File: config.mk
export PLATFORM = sky130hd
export DESIGN_NAME = hyper_read_packer
export DESIGN_NICKNAME = d
export VERILOG_FILES = /design/src/rtl/hyper_read_packer.sv
export SDC_FILE = /design/constraint.sdc
export NUM_CORES = 1
export LEC_CHECK = 0
export CAP_MARGIN = 20
export CORE_UTILIZATION = 53
export CTS_BUF_LIST = sky130_fd_sc_hd__clkbuf_16
export CTS_CLUSTER_DIAMETER = 60
export DETAILED_ROUTE_END_ITERATION = 6
export GPL_ROUTABILITY_DRIVEN = 0
export PLACE_DENSITY = 0.81
export SYNTH_ARGS = -nofsm -noshare
export SYNTH_HDL_FRONTEND = slang
export SYNTH_SLANG_ARGS = --single-unit
File: constraint.sdc
create_clock -name clk0 -period 5 [get_ports clk0]
set_input_delay 1.5 -clock clk0 [delete_from_list [all_inputs] [get_ports clk0]]
set_output_delay 1.5 -clock clk0 [all_outputs]
set_load 0.05 [all_outputs]
File: src/rtl/hyper_read_packer.sv
// Packs 16-bit HyperBus read words from the CDC FIFO into little-endian 32-bit beats
// with byte strobes, a last flag and a watchdog abort when the RAM stops delivering.
module hyper_read_packer #(
    parameter int unsigned LEN_W          = 16,
    parameter int unsigned TIMEOUT_CYCLES = 1024
) (
    input  logic             clk0,
    input  logic             rst_i,
    input  logic             trans_valid_i,
    output logic             trans_ready_o,
    input  logic [LEN_W-1:0] trans_words_i,
    input  logic             trans_odd_i,
    input  logic             fifo_valid_i,
    input  logic [15:0]      fifo_data_i,
    output logic             fifo_ready_o,
    input  logic             rx_ready_i,
    output logic             rx_valid_o,
    output logic [31:0]      rx_data_o,
    output logic [3:0]       rx_strb_o,
    output logic             rx_last_o,
    output logic             rx_error_o,
    output logic             busy_o
);

    localparam int unsigned WD_W = $clog2(TIMEOUT_CYCLES) + 1;
    localparam logic [WD_W-1:0] WD_MAX = WD_W'(TIMEOUT_CYCLES - 1);

    typedef enum logic [1:0] {
        IDLE,
        COLLECT,
        DRAIN
    } state_t;

    state_t           state;
    state_t           state_next;
    logic [LEN_W-1:0] remaining;
    logic             half;
    logic [31:0]      stage_data;
    logic [3:0]       stage_strb;
    logic [WD_W-1:0]  wd;

    logic        out_free;
    logic        word_acc;
    logic        last_word;
    logic        beat_word;
    logic        timeout;
    logic        starve;
    logic [31:0] merged_data;
    logic [3:0]  merged_strb;

    always_comb begin
        out_free      = !rx_valid_o || rx_ready_i;
        trans_ready_o = (state == IDLE);
        busy_o        = (state != IDLE);
        fifo_ready_o  = 1'b0;
        state_next    = state;

        case (state)
            IDLE:    fifo_ready_o = 1'b1;
            COLLECT: fifo_ready_o = out_free;
            default: fifo_ready_o = 1'b0;
        endcase

        word_acc    = (state == COLLECT) && fifo_valid_i && out_free;
        last_word   = word_acc && (remaining == LEN_W'(1));
        beat_word   = word_acc && (half || last_word);
        // Only starvation counts toward the watchdog; a stalled output keeps fifo_ready_o low.
        starve      = (state == COLLECT) && out_free && !fifo_valid_i;
        timeout     = starve && (wd == WD_MAX);
        merged_data = half ? {fifo_data_i, stage_data[15:0]} : {stage_data[31:16], fifo_data_i};
        merged_strb = half ? {2'b11, stage_strb[1:0]} : {stage_strb[3:2], 2'b11};

        case (state)
            IDLE: begin
                if (trans_valid_i && (trans_words_i != '0)) state_next = COLLECT;
            end
            COLLECT: begin
                if (last_word || timeout) state_next = DRAIN;
            end
            DRAIN: begin
                if (rx_valid_o && rx_ready_i) state_next = IDLE;
            end
            default: state_next = IDLE;
        endcase
    end

    always_ff @(posedge clk0 or posedge rst_i) begin
        if (rst_i) state <= IDLE;
        else       state <= state_next;
    end

    always_ff @(posedge clk0 or posedge rst_i) begin
        if (rst_i) begin
            remaining  <= '0;
            half       <= 1'b0;
            stage_data <= '0;
            stage_strb <= '0;
            wd         <= '0;
            rx_valid_o <= 1'b0;
            rx_data_o  <= '0;
            rx_strb_o  <= '0;
            rx_last_o  <= 1'b0;
            rx_error_o <= 1'b0;
        end else begin
            if (rx_valid_o && rx_ready_i) rx_valid_o <= 1'b0;

            case (state)
                IDLE: begin
                    if (trans_valid_i && (trans_words_i != '0)) begin
                        remaining  <= trans_words_i;
                        half       <= trans_odd_i;
                        stage_data <= '0;
                        stage_strb <= '0;
                        wd         <= '0;
                    end
                end
                COLLECT: begin
                    if (word_acc) begin
                        remaining <= remaining - LEN_W'(1);
                        wd        <= '0;
                        if (beat_word) begin
                            rx_valid_o <= 1'b1;
                            rx_data_o  <= merged_data;
                            rx_strb_o  <= merged_strb;
                            rx_last_o  <= last_word;
                            rx_error_o <= 1'b0;
                            stage_data <= '0;
                            stage_strb <= '0;
                            half       <= 1'b0;
                        end else begin
                            stage_data <= merged_data;
                            stage_strb <= merged_strb;
                            half       <= ~half;
                        end
                    end else if (timeout) begin
                        rx_valid_o <= 1'b1;
                        rx_data_o  <= stage_data;
                        rx_strb_o  <= stage_strb;
                        rx_last_o  <= 1'b1;
                        rx_error_o <= 1'b1;
                        remaining  <= '0;
                        stage_data <= '0;
                        stage_strb <= '0;
                        half       <= 1'b0;
                        wd         <= '0;
                    end else if (starve) begin
                        wd <= wd + WD_W'(1);
                    end
                end
                default: ;
            endcase
        end
    end

endmodule

==> run metrics <==
number of sinks on the clock net 105; post-synthesis share of cell area spent on full adders, half adders and majority gates 0.7780%; post-cts resize count 0; largest family of logic cells by synthesized area compound AO/OA/AOI/OAI gates; top-level I/O count 80; data arrival at the endpoint of the critical path 2.77 ns; number of hold violations in the final report 0; cell count after synthesis 469; final worst-path cycle share 85.32%; relative max-transition margin 29.56%; Tightest Pin Transition 1.053 ns; setup-violating endpoint count in the final report 0; number of slew-limit violations in the final report 0; detailed placement HPWL 7.537 mm; highest net fanout along the worst path 13; fraction of layout instances using a drive strength above 1 6.667%; reported leakage power 2.601 nW; number of buffers added on ports 79; net switching fraction of the power 46.05%; post-synthesis instance area 0.004825 mm2; largest net degree at the start of global routing 73; dominant register cell in the synthesized netlist sky130_fd_sc_hd__dfrtp_1; CTS hold repair buffers 0; number of rows created at floorplan 34; clock transition time at the flip-flop clock pins of the worst setup and hold paths 0.07 ns; Filler Cells Inserted 664; worst min-delay path class reg2reg; clock latency of the later-clocked register in the worst-skew pair 0.35 ns; floorplan die width 97.41 um; GRT Overall Usage 25.47%; internal power summed over all cells 0.002217 W; worst reg2reg setup slack 1.66 ns; Die Area 0.009489 mm2; number of register bits inferred by synthesis 105; switching power total 0.001893 W; unrepaired setup endpoints after global routing false; DRC Markers 0; placed cell area 0.005637 mm2; sequential area share after synthesis 54.46%; via count of the first global-routing pass 3,800; setup_tns 0 ns; proportion of synthesized flip-flops having asynchronous set or reset 100.0%; standard cell core area 0.008763 mm2; power density cells 692.2 mW/mm2; deepest clock path buffer count 2; GR Overflow Total 0; initial antenna violation count 0; syn_nets 510; fmax 234.4 MHz; multiplexer share of the synthesized area 3.734%; commonest cells after routing, fill and taps aside sky130_fd_sc_hd__dfrtp_1, sky130_fd_sc_hd__clkdlybuf4s50_1, sky130_fd_sc_hd__nor2_1, sky130_fd_sc_hd__nand2_1, sky130_fd_sc_hd__a21oi_1; post-detailed-route wirelength per cell 17.86 um; part of the power in the clock network 17.5%; post-route clock skew 0.007649 ns; post-synth cell types 52; Setup Buffers After CTS 0; Yosys warning count 0; nets@finish 576; CTS tree done; post-detailed-routing wire length 11.58 mm; number of synthesized flops with an enable pin 0; root buffer selected by CTS sky130_fd_sc_hd__clkbuf_16; detailed-route via count 3,897; effective utilization at floorplan 55.05%; area overhead of the layout relative to synthesis 23.08%; first-pass GRT wire length 19.11 mm; reg2reg start state[1]; worst min-delay path startpoint stage_strb[2]; Reg2Reg Depth 6; Avg Cell Area, Syn 10.29 um2; Req. time, crit path 3.50 ns; sequential fraction of design power 33.2%; DRC marker count from the first detailed-route iteration 278; number of H-tree branching levels 3; core utilization of the finished layout 67.76%; count of TritonRoute iterations in the first routing pass 4; final period demand of the worst path 4.266 ns; design area 0.005938 mm2; worst hold-check slack 0.4977 ns; Setup CP Type in2out; type of element launching the critical path input pin; end of the worst register-to-register path stage_strb[0]; antenna diode count 0; fraction of the mapped netlist area in simple logic gates 15.46%; combinational share of power 49.3%; routed vias/inst 6.014; outcome finished clean; compound-cell area share of the yosys netlist 19.24%; endpoint class of the critical path primary output; total clock buffers created by CTS 9; cell depth of the worst min-delay path 2; hold endpoint stage_strb[2]; post-synthesis share of cell area spent on xor and xnor gates 1.634%; reported max-cap violation count 0; number of nets with antenna violations after routing 0; commonest non-fill, non-tap cell in the layout sky130_fd_sc_hd__dfrtp_1; peak ir drop on the vdd network 0.3914 mV; die height 97.41 um
-- metrics by stage --
stage / std cells / power, W / worst slack, ns
finish: 648 / 0.004110 / 0.7339
global route: 648 / 0.004327 / 0.6392
CTS: 648 / 0.004120 / 0.7410
detailed placement: 632 / 0.003388 / 0.7461
global placement: 632 / 0.003319 / 0.7996
floorplan: 469 / 0.002777 / 0.7395
-- worst max-delay path, stage by stage --
cell	delay, ns
sky130_fd_sc_hd__clkdlybuf4s50_1	0.50
sky130_fd_sc_hd__nand2b_1	0.16
sky130_fd_sc_hd__nand2_1	0.26
sky130_fd_sc_hd__nand2_1	0.14
sky130_fd_sc_hd__buf_4	0.20
-- cell families (layout without fill, tap and decap cells) --
group,after synthesis,after routing
flip-flops,105,105
XOR/XNOR,9,9
adder cells (fa/ha/maj),3,3
buffers and inverters,47,118
AO/OA/AOI/OAI,134,134
AND/OR/NAND/NOR,153,153
multiplexers,18,18
-- power by group through the flow --
stage / logic (W) / registers (W) / clock network [W]
6_report: 0.00203 / 0.00137 / 0.000718
5_1_grt: 0.00216 / 0.00140 / 0.000769
4_1_cts: 0.00203 / 0.00136 / 0.000729
3_5_place_dp: 0.00202 / 0.00137 / 0
3_3_place_gp: 0.00196 / 0.00136 / 0
2_1_floorplan: 0.000913 / 0.00186 / 0
-- cell type report --
cell class	instances	area, um2	share of cell area, %
timing repair buffer	86	840.8	14.16
multi-input combinational	317	1971	33.19
clock buffer	9	225.2	3.793
tap	108	135.1	2.276
sequential	105	2628	44.25
inverter	16	62.56	1.054
clock inverter	7	76.32	1.285
-- state kept, by name (all words and copies together), names as in the netlist --
| name | cells |
|---|---|
| stage_data | 32 |
| rx_last_o | 1 |
| rx_valid_o | 1 |
| half | 1 |
| wd | 11 |
| rx_data_o | 32 |
| state | 2 |
| remaining | 16 |
| stage_strb | 4 |
| rx_error_o | 1 |
| rx_strb_o | 4 |
-- Yosys cell counts (4+ instances only) --
cell type	count	share of area, %
sky130_fd_sc_hd__a22o_1	16	2.9
sky130_fd_sc_hd__inv_1	15	1.2
sky130_fd_sc_hd__nand2_1	40	3.1
sky130_fd_sc_hd__o21ai_0	7	0.73
sky130_fd_sc_hd__nand3_1	7	0.73
sky130_fd_sc_hd__mux2i_1	18	3.7
sky130_fd_sc_hd__a21oi_1	32	3.3
sky130_fd_sc_hd__o21ai_1	11	1.1
sky130_fd_sc_hd__nor4_1	8	1.0
sky130_fd_sc_hd__buf_6	5	1.2
sky130_fd_sc_hd__a32oi_1	11	2.0
sky130_fd_sc_hd__clkbuf_1	13	1.0
sky130_fd_sc_hd__a31oi_1	21	2.7
sky130_fd_sc_hd__a211oi_1	4	0.62
sky130_fd_sc_hd__nor2_1	59	4.6
sky130_fd_sc_hd__xnor2_1	9	1.6
sky130_fd_sc_hd__o31ai_1	15	2.3
sky130_fd_sc_hd__nor2b_1	16	2.1
sky130_fd_sc_hd__dfrtp_1	105	54
sky130_fd_sc_hd__buf_2	10	1.0
-- metal layers --
layer,vias to the layer above,track usage [%],wire (um)
met4,0,7.240,119
met5,-,0,0
li1,1810,-,-
met2,146,40.13,5577
met1,1929,35.30,5169
met3,12,6.187,709
-- worst max-delay path by stage --
stage                from            to  slack, ns
6_report       rx_ready_i  fifo_ready_o       0.73
4_1_cts        rx_ready_i  fifo_ready_o       0.74
5_1_grt        rx_ready_i  fifo_ready_o       0.64
3_5_place_dp   rx_ready_i  fifo_ready_o       0.75
3_3_place_gp   rx_ready_i  fifo_ready_o       0.80
2_1_floorplan       rst_i          half       0.74
Note: power is estimated with default switching activity, not from simulation.
